<file path="src/rtl/irq_encoder8.sv">
// Eight-line interrupt encoder: latches requests into a pending register and presents
// one unmasked request as a 3-bit vector with a VALID/ACK handshake. Define
// IRQ_ENC_ROUND_ROBIN_EN for rotating priority instead of fixed bit-0-highest priority.
module irq_encoder8 #(
    parameter int EDGE = 1
) (
    input  logic       CLK,
    input  logic       RST_N,
    input  logic [7:0] IRQ,
    input  logic [7:0] MASK,
    input  logic       EN,
    input  logic       ACK,
    output logic [2:0] CODE,
    output logic       VALID,
    output logic [7:0] PEND
);

    typedef enum logic [1:0] {
        IDLE    = 2'd0,
        PRESENT = 2'd1,
        HOLDOFF = 2'd2
    } state_t;

    state_t     state_q, state_d;
    logic [7:0] irq_q, irq_d;
    logic [7:0] pend_q, pend_d;
    logic [2:0] code_q, code_d;
    logic       valid_q, valid_d;

    logic [7:0] set_vec;
    logic [7:0] clr_vec;
    logic [7:0] cand;
    logic [2:0] win_idx;
    logic       win_found;

`ifdef IRQ_ENC_ROUND_ROBIN_EN
    logic [2:0] ptr_q, ptr_d;
    logic [2:0] rr_idx;
`endif

    // Request capture; a new set always overrides an acknowledge clear of the same bit.
    always_comb begin
        irq_d   = IRQ;
        set_vec = (EDGE != 0) ? (IRQ & ~irq_q) : IRQ;
        clr_vec = 8'h00;
        if (state_q == PRESENT && ACK) begin
            clr_vec[code_q] = 1'b1;
        end
        pend_d = (pend_q & ~clr_vec) | set_vec;
    end

    assign cand = pend_q & ~MASK;

`ifdef IRQ_ENC_ROUND_ROBIN_EN
    // Search upward from the pointer; 3-bit addition provides the wrap-around.
    always_comb begin
        win_idx   = 3'd0;
        win_found = 1'b0;
        rr_idx    = 3'd0;
        for (int k = 0; k < 8; k++) begin
            rr_idx = ptr_q + 3'(k);
            if (!win_found && cand[rr_idx]) begin
                win_idx   = rr_idx;
                win_found = 1'b1;
            end
        end
    end
`else
    always_comb begin
        win_idx   = 3'd0;
        win_found = 1'b0;
        for (int i = 7; i >= 0; i--) begin
            if (cand[i]) begin
                win_idx   = 3'(i);
                win_found = 1'b1;
            end
        end
    end
`endif

    always_comb begin
        state_d = state_q;
        code_d  = code_q;
        valid_d = valid_q;
`ifdef IRQ_ENC_ROUND_ROBIN_EN
        ptr_d   = ptr_q;
`endif
        unique case (state_q)
            IDLE: begin
                if (EN && win_found) begin
                    state_d = PRESENT;
                    code_d  = win_idx;
                    valid_d = 1'b1;
                end
            end
            PRESENT: begin
                if (ACK) begin
                    state_d = HOLDOFF;
                    valid_d = 1'b0;
`ifdef IRQ_ENC_ROUND_ROBIN_EN
                    ptr_d   = code_q + 3'd1;
`endif
                end
            end
            HOLDOFF: begin
                state_d = IDLE;
            end
            default: begin
                state_d = IDLE;
                valid_d = 1'b0;
            end
        endcase
    end

    always_ff @(posedge CLK or negedge RST_N) begin
        if (!RST_N) begin
            state_q <= IDLE;
            irq_q   <= 8'h00;
            pend_q  <= 8'h00;
            code_q  <= 3'd0;
            valid_q <= 1'b0;
        end else begin
            state_q <= state_d;
            irq_q   <= irq_d;
            pend_q  <= pend_d;
            code_q  <= code_d;
            valid_q <= valid_d;
        end
    end

`ifdef IRQ_ENC_ROUND_ROBIN_EN
    always_ff @(posedge CLK or negedge RST_N) begin
        if (!RST_N) begin
            ptr_q <= 3'd0;
        end else begin
            ptr_q <= ptr_d;
        end
    end
`endif

    assign CODE  = code_q;
    assign VALID = valid_q;
    assign PEND  = pend_q;

endmodule
</file>
<file path="config.mk">
export PLATFORM = sky130hd
export DESIGN_NAME = irq_encoder8
export DESIGN_NICKNAME = d
export VERILOG_FILES = /design/src/rtl/irq_encoder8.sv
export SDC_FILE = /design/constraint.sdc
export NUM_CORES = 1
export LEC_CHECK = 0
export ABC_AREA = 1
export CAP_MARGIN = 0
export CORE_ASPECT_RATIO = 1.2
export CORE_UTILIZATION = 41
export CTS_BUF_LIST = sky130_fd_sc_hd__clkbuf_4
export CTS_CLUSTER_SIZE = 24
export DETAILED_ROUTE_END_ITERATION = 12
export PLACE_DENSITY_LB_ADDON = 0.25
export SYNTH_ARGS = -nofsm -noshare
export SYNTH_HDL_FRONTEND = slang
export SYNTH_SLANG_ARGS = --single-unit
export TNS_END_PERCENT = 20
</file>
<file path="constraint.sdc">
create_clock -name CLK -period 1.1 [get_ports CLK]
set_clock_uncertainty 0.1 [all_clocks]
set_input_delay 0.22 -clock CLK [delete_from_list [all_inputs] [get_ports CLK]]
set_output_delay 0.22 -clock CLK [all_outputs]
set_load 0.1 [all_outputs]
</file>
# Yosys cells after proc, flatten, opt, wreduce, memory -nomap -nowiden
# Index checks and enable logic that the tools add are counted.
[totals]
register_bits = 22
input_bits = 20
output_inout_bits = 12
word_cells = 51
[op_classes]
magnitude_cmp = 2
eq_ne = 4
n_mux = 25
bitwise_logic = 8
n_reduce_logical = 7
[op_table]
columns = ["cell", "count"]
rows = [
  ["$and A8 B8 Y8", 3],
  ["$mux W3", 8],
  ["$not A8 Y8", 3],
  ["$mux W1", 11],
  ["$mux W8", 1],
  ["$or A8 B8 Y8", 1],
  ["$lt A3 B4 Y1 const B", 1],
  ["$mux W2", 2],
  ["$ne A2 B2 Y1 const B", 2],
  ["$pmux W2 S2", 1],
  ["$reduce_and A2 Y1", 2],
  ["$demux W1 S3", 1],
  ["$ge A3 B1 Y1 const B", 1],
  ["$logic_and A1 B1 Y1", 3],
  ["$pmux W1 S3", 1],
  ["$reduce_and A3 Y1", 1],
  ["$eq A2 B1 Y1 const B", 1],
  ["$eq A2 B2 Y1 const B", 1],
  ["$logic_not A2 Y1", 1],
  ["$not A1 Y1", 1],
]

# Longest topological paths before layout
# Gate-level depths: netlist (run 1).
[logic_depth]
ltp_word = 13
mapped_depth = 10
mapped_depth_nobuf = 10

# Worst setup path after synthesis (run 1)
# OpenSTA, ideal clock, no wires.
[synth_timing]
path_type = "register -> register"
start = "register pend_q[6] (netlist: PEND[6])"
end = "register code_q[0] (netlist: CODE[0])"
setup_ns = 0.120
t_arrival_ns = 1.510
t_required_ns = 0.880
setup_slack_ns = -0.630
path_stages_with_launch = 10
path_buffers = 0
synth_period_minus_slack_ns = 1.730
path_cell_list = "dfrtp_1 > nand2_1 > nand2_1 > nand2_1 > nand2_1 > nand2_1 > nand2_1 > nand2_1 > nand2_1 > nand2_1"
[synth_between]
elab_chain_len = 10
word_cells_on_any_way = 17
classes_between = "mux (14); bitwise (1); reduce/logical (2)"
[synth_lines]
columns = ["element", "line_no", "source"]
rows = [
  ["from (decl)", "26", "logic [7:0] pend_q, pend_d;"],
  ["from (signal assigned)", "125", "pend_q <= pend_d;"],
  ["$and A8 B8 Y8 (*)", "52", "assign cand = pend_q & ~MASK;"],
  ["$mux W1 (7 in a row)", "73", "if (cand[i]) begin"],
  ["$logic_and A1 B1 Y1", "90", "if (EN && win_found) begin"],
  ["$reduce_and A2 Y1 (no source line)", "-", ""],
  ["to (signal assigned)", "126", "code_q <= code_d;"],
  ["to (decl)", "27", "logic [2:0] code_q, code_d;"],
]
# Every way passes the cells marked *; elsewhere a longest branch is shown, timed or not.
# A chain may end at the register's enable or synchronous reset.

# Worst setup path in the final report (run 1)
[layout_timing]
start = "register pend_q[0] (netlist: PEND[0])"
end = "output port PEND[0]"
[layout_rtl]
columns = ["element", "line_no", "source"]
rows = [
  ["to (decl)", "15", "output logic [7:0] PEND"],
]
# No word-level cell between the ends.

==> results.md, run 1 <==
- First-pass GRT wire length: ~4100 um
- Seq cells post-synth: 22
- I/O pins: 32
- Worst EP arrival: approximately 1.1 ns
- Die Area: between 0.002 and 0.0025 mm2
- RePlAce Congestion: ~0.79
- Crit Path Max Fanout: 2
- Core Region: approximately 0.0021 mm2
- Top cell type's share of synthesized area: around three fifths
- Max stage delay on crit path: between 0.5 and 0.6 ns
- Final Max Tran Viols: 0
- Area fraction in compound gates after synthesis: between 10 and 15%
- Synth Area in Simple Gates: between 15 and 20%
- Overall Global Routing Usage: a little under a quarter
- Initial Util: approximately 44%
- Avg Inst Size Synth: between 8 and 9 um2
- Fin worst setup slack: -0.332 ns
- Layout area overhead: 92.4%
- Final setup fails: 25
- Syn_nets: between 100 and 150
- Largest family of logic cells by synthesized area: simple AND/OR/NAND/NOR gates
- Ratio of cells with drive above 1 in the final layout: around 46%
- Failing checks: setup timing
- Drt first pass iters: 4
- CTS Hold Buffers Added: 0
- Critical-path cell list: buf_6, buf_12
- Max VDD drop: 2760 uV
- CP Data Required Time: 0.78 ns
- Unrepaired setup endpoints after global routing: yes
- Die X: 45.7 um
- I/O Buffers: 31
- Final Hold Slack: 0.136 ns
- Yosys cell types: 14
- Rows: 18
- Clock sinks: 22
- Worst path top cell family by delay: flip-flops
- Leakage: between 0.8 and 0.9 nW
- Residual DRC: 0
- Minimum clock period: between 1 and 1.5 ns
- Status: complete, but fails checks
- Post-synth top flop: dfrtp_1
- Crit end category: output pin
- Max_cap viols: 0
- Startpoint types: flip-flop
- Worst path buffer plus inverter count: 2
- Clock tree from TritonCTS: built
- CTS max path bufs: 2
- TritonCTS buffer count: 3
- Root Buffer: clkbuf_4
- Hold crit path type: input pin to asynchronous set/reset pin
- Gr ovfl total: 0
- Post-Route WL: roughly 2800 um
- Fin. Hold Viols: 0
- P per Cell Area: around 2800 mW/mm2
- Final core utilization: between 80% and 90%
- DP HPWL: 1650 um
- Post-DRT Antenna Nets: 0
- Leading cell type in the layout, fill and taps excluded: inv_1
- Vias in the first global route: approximately 1000
- Fmax: roughly 700 MHz
- Yosys Warn Count: 0
- Post-synthesis mux area share: 0%
- Die Ht: 54.4 um
- XOR/XNOR share of the synthesized area: 0%
- Largest net degree at the start of global routing: 23
- Synth area leaders: dfrtp_1 59%, nand2_1 12%, inv_1 9.6%
- # H-tree levels: 1
- Period Utilization, post-route: 130%
- Area leader, netlist: dfrtp_1
- Initial antenna violation count: 0
- Seq/Total Area, Yosys: 58.7%
- FILL cells: around 130
- Worst Max-Slew Pin Slew: between 0.2 and 0.3 ns
- CP Class: flip-flop to output pin
- DR vias: approximately 960
- Synthesized-area fraction occupied by adder cells: 0%
- Ys async rst share: between 90% and 100%
- CP max stage cell: dfrtp_4
- Post-synth EDFFs: 0
- Final nets: around 190
- Starting DRT DRC Count: 15
- Max_slew headroom: between 70% and 80%
- Clk_lat worst skew: roughly 0.31 ns
- Clock slew at reported path FFs: approximately 0.13 ns
- DR WL/cell: roughly 14 um
- Commonest non-fill, non-tap cells in the layout: 23 x inv_1, 19 x clkdlybuf4s50_1, 18 x nand2_1, 13 x buf_12
- Number of vias per cell: just under 5
- N_diodes: 0
- Mapped Area: 938 um2
- Gate Count Post-Synth: 108
[cells in the mapped netlist, types with 2 or more instances]
cell type / instances
o21ai_0: 17
nor2_1: 2
nand2_1: 29
nand2_2: 5
inv_1: 24
o21ai_2: 2
dfrtp_1: 22
[area by class of cell]
| cell class | instances | area [um2] | area share (%) |
|---|---|---|---|
| clock buffers | 3 | 22.5 | 1.25 |
| clock inverters | 1 | 30.0 | 1.66 |
| multi-input cells | 61 | 392 | 21.7 |
| repair buffers | 53 | 646 | 35.8 |
| well taps | 30 | 37.5 | 2.08 |
| inverters | 25 | 93.8 | 5.20 |
| flip-flops and latches | 22 | 584 | 32.4 |
[worst paths after layout]
kind                           from       end  slack [ns]  depth (start not counted)
max                         PEND[0]   PEND[0]       -0.33                          2
min                           RST_N   PEND[3]        0.14                          2
max reg2reg                 PEND[3]   CODE[0]       -0.31                          8
min reg2reg                irq_q[5]   PEND[5]        0.32                          1
max in group asynchronous     RST_N   PEND[4]        0.60                          2
min in group CLK             IRQ[1]  irq_q[1]        0.25                          1
[per-layer routing]
metal | track usage (%) | part of all wire [%] | vias up
li1 | - | - | 443
met1 | 24.7 | 39 | 465
met2 | 46.2 | 55 | 38
met3 | 2.64 | 3.5 | 12
met4 | 12.1 | 2.8 | 0
met5 | 0 | 0 | -
[stage by stage]
stage / area [um2] / power [mW] / std cells / setup WS (ns) / setup TNS [ns]
2_1_floorplan: 987 / 2.75 / 108 / -0.287 / -2.75
3_3_place_gp: 1570 / 3.85 / 183 / -0.430 / -5.02
3_5_place_dp: 1570 / 3.91 / 183 / -0.456 / -5.34
4_1_cts: 1760 / 4.81 / 195 / -0.322 / -5.61
5_1_grt: 1810 / 5.17 / 195 / -0.365 / -7.31
6_report: 1810 / 4.98 / 195 / -0.332 / -6.23
[state kept, by name, summed over array words and instances (netlist names)]
register / flops
PEND: 8
irq_q: 8
state_q: 2
VALID: 1
CODE: 3
[cells by family after synthesis]
group                  after synthesis
AOI/OAI and AO/OA                   23
buffers and inverters               25
DFF                                 22
and+or+nand+nor                     38
[worst register-to-register path, stage by stage, from the launching register on]
cell and delay, ns:
dfrtp_4 0.51, buf_4 0.15, nand2_4 0.08, nand2_4 0.06
o21ai_4 0.18, nand2_2 0.08, inv_2 0.09, nand2_2 0.05
nand2_1 0.06
[where the power goes]
group	total, mW	leakage [nW]	internal, mW	switching [mW]
logic	3.07	0.596	1.21	1.85
registers	1.29	0.237	1.06	0.228
clock network	0.626	0.0279	0.368	0.257
total	4.98	0.861	2.64	2.34
[timing repair]
item                                    in CTS  in global routing
resized for setup                           26                 14
buffers inserted                             8                  0
pin swaps                                    1                  8
endpoints found under the setup margin      25                 25
Note: power is estimated with default switching activity, not from simulation.
==> run 2, diff against run 1 <==
Settings changed: CTS_BUF_LIST sky130_fd_sc_hd__clkbuf_4 to sky130_fd_sc_hd__clkbuf_4 sky130_fd_sc_hd__clkbuf_8.
==> results of run 2 <==
Final layout, timing and power as in run 1 (identical DEF).
==> run 3, diff against run 2 <==
Settings changed: CORE_UTILIZATION 41 to 49.
Clock period 1.1 ns to 1.8 ns, I/O delays scaled along.
==> run 3 against run 2 <==
Effect of this change: wire length is 30% lower; combinational power is 54% lower; largest cell class is now registers; critical path type unchanged; the flow now finishes without violations; final cell count is 17% lower; register-to-register slack better by 0.80 ns; sequential power is 41% lower.
==> results.md, run 3 (synthesis gave the netlist of run 1 again) <==
- Status: finished, final reports clean
- Worst reg2reg setup slack: between 0.4 and 0.5 ns
- Max_cap viols: 0
- Max stage delay on crit path: about 0.48 ns
- RePlAce Congestion: between 0.8 and 0.9
- Fmax: 692 MHz
- Vias in the first global route: roughly 800
- Clock sinks: 22
- Worst EP arrival: 0.98 ns
- Ratio of cells with drive above 1 in the final layout: 18.9%
- Gr busiest metal: met2
- DP HPWL: 1560 um
- Max_slew headroom: approximately 81%
- Sequential cell area: between 500 and 600 um2
- Clk_lat worst skew: around 0.30 ns
- Worst Setup EP: CODE[1]
- Initial Util: between 50% and 60%
- Fin. Hold Viols: 0
- Worst flop-to-flop path endpoint: state_q[0]
- Crit end category: output pin
- CP max stage cell: dfrtp_1
- I/O pins: 32
- N_diodes: 0
- Largest net degree at the start of global routing: 23
- Post-Route WL: 1930 um
- Root Buffer: clkbuf_4
- CTS max path bufs: 2
- Worst path top cell family by delay: flip-flops
- Die X: about 42 um
- Residual DRC: 0
- Critical-path cell list: buf_12
- Crit Path Max Fanout: 5
- Die Area: between 0.002 and 0.0025 mm2
- # H-tree levels: 1
- CTS Hold Buffers Added: 0
- P per Cell Area: 1690 mW/mm2
- Unrepaired setup endpoints after global routing: no
- Critical Path Stages: 1
- CP Class: flip-flop to output pin
- FILL cells: between 100 and 150
- GR Util met3: under 10%
- Pint: ~1.2 mW
- GR Util met1: 26.0%
- Max VDD drop: approximately 1300 uV
- I/O Buffers: 31
- Logic pwr share: 59.3%
- Hold crit path type: input pin to asynchronous set/reset pin
- R2R cell count: 6
- Overall Global Routing Usage: between 20% and 30%
- Leading cell type in the layout, fill and taps excluded: nand2_1
- Initial antenna violation count: 0
- Routing usage on met2: between 30% and 40%
- Core Region: between 0.0015 and 0.002 mm2
- Die Ht: 49.9 um
- Layout area overhead: 51.5%
- Starting DRT DRC Count: 6
- Gr ovfl total: 0
- Minimum clock period: 1.44 ns
- Startpoint types: flip-flop
- Setup Total Neg Slack: 0 ns
- Clock tree from TritonCTS: built
- Clock slew at reported path FFs: 0.12 ns
- Worst Max-Slew Pin Slew: between 0.2 and 0.3 ns
- Multi-input logic area: just under 300 um2
- Worst path buffer plus inverter count: 1
- TritonCTS buffer count: 3
- CP Data Required Time: approximately 1.3 ns
- Leakage: between 0.7 and 0.8 nW
- Post-CTS Repair Setup Buffers: 0
- P_sw: around 1.2 mW
- Post-DRT Antenna Nets: 0
- Number of vias per cell: approximately 4.9
- Clock network fraction of design power: 9.0%
- DR WL/cell: about 12 um
- Setup crit start: CODE[1]
- First-pass GRT wire length: 3460 um
- Drt first pass iters: 4
- Reg-to-reg startpoint: PEND[2]
- Period Utilization, post-route: between 80 and 90%
- Final Max Tran Viols: 0
- Final setup fails: 0
- Rows: 16
- DR vias: around 800
- Net Sw Frac: between 50% and 60%
- Final nets: 165
- Reg power frac: a little under a third
- Post-cts resize count: 0
- Final Hold Slack: between 0.3 and 0.4 ns
- Commonest non-fill, non-tap cells in the layout: 29 x nand2_1, 24 x inv_1, 22 x dfrtp_1, 19 x clkdlybuf4s50_1, 17 x o21ai_0
[run 3: cell types whose count changed in the layout (fill, tap and decap cells not counted), moves of 7 or more]
cell	previous run	this run
o21ai_1	8	1
dfrtp_4	8	0
o21ai_0	7	17
nand2_1	18	29
buf_6	10	0
buf_4	11	1
dfrtp_1	11	22
[run 3: cell type report]
type	count	area share [%]
clock buffer	3	1.58
inverter	25	6.60
multi-input combinational	61	20.7
sequential	22	38.7
tap	18	1.58
timing repair buffer	32	30.8
[run 3: how the worst min path moves through the flow]
stage | from | end | slack [ns] | depth (start not counted)
global placement | irq_q[3] | PEND[3] | 0.30 | 1
CTS | irq_q[0] | PEND[0] | 0.33 | 1
detailed placement | irq_q[0] | PEND[0] | 0.31 | 1
floorplan | RST_N | CODE[0] | -0.04 | 0
global route | RST_N | CODE[2] | 0.34 | 2
finish | RST_N | irq_q[7] | 0.33 | 2
[run 3: per-stage QoR]
stage | std cells | setup slack (ns) | total power [mW] | utilization [%] | instance area [um2]
2_1_floorplan | 108 | 0.0700 | 1.62 | - | 938
3_3_place_gp | 158 | 0.135 | 2.17 | 81.3 | 1400
3_5_place_dp | 158 | 0.0960 | 2.20 | 81.3 | 1400
4_1_cts | 161 | 0.356 | 2.42 | 82.6 | 1420
5_1_grt | 161 | 0.293 | 2.52 | 82.6 | 1420
6_report | 161 | 0.355 | 2.40 | 82.6 | 1420
[run 3: per-layer routing]
layer / vias to the layer above / wire [um] / part of all wire, %
met5: - / 0 / 0
met4: 0 / 58 / 3.0
met3: 8 / 69 / 3.6
met2: 26 / 1050 / 54
met1: 367 / 753 / 39
li1: 395 / - / -
[run 3: power groups by stage]
stage                     Combinational (mW)  Clock, mW  Sequential (mW)
after floorplan                        0.263          0             1.36
after global placement                  1.40          0            0.768
after detailed placement                1.43          0            0.774
after CTS                               1.43      0.222            0.762
after global routing                    1.49      0.242            0.783
final                                   1.42      0.216            0.763
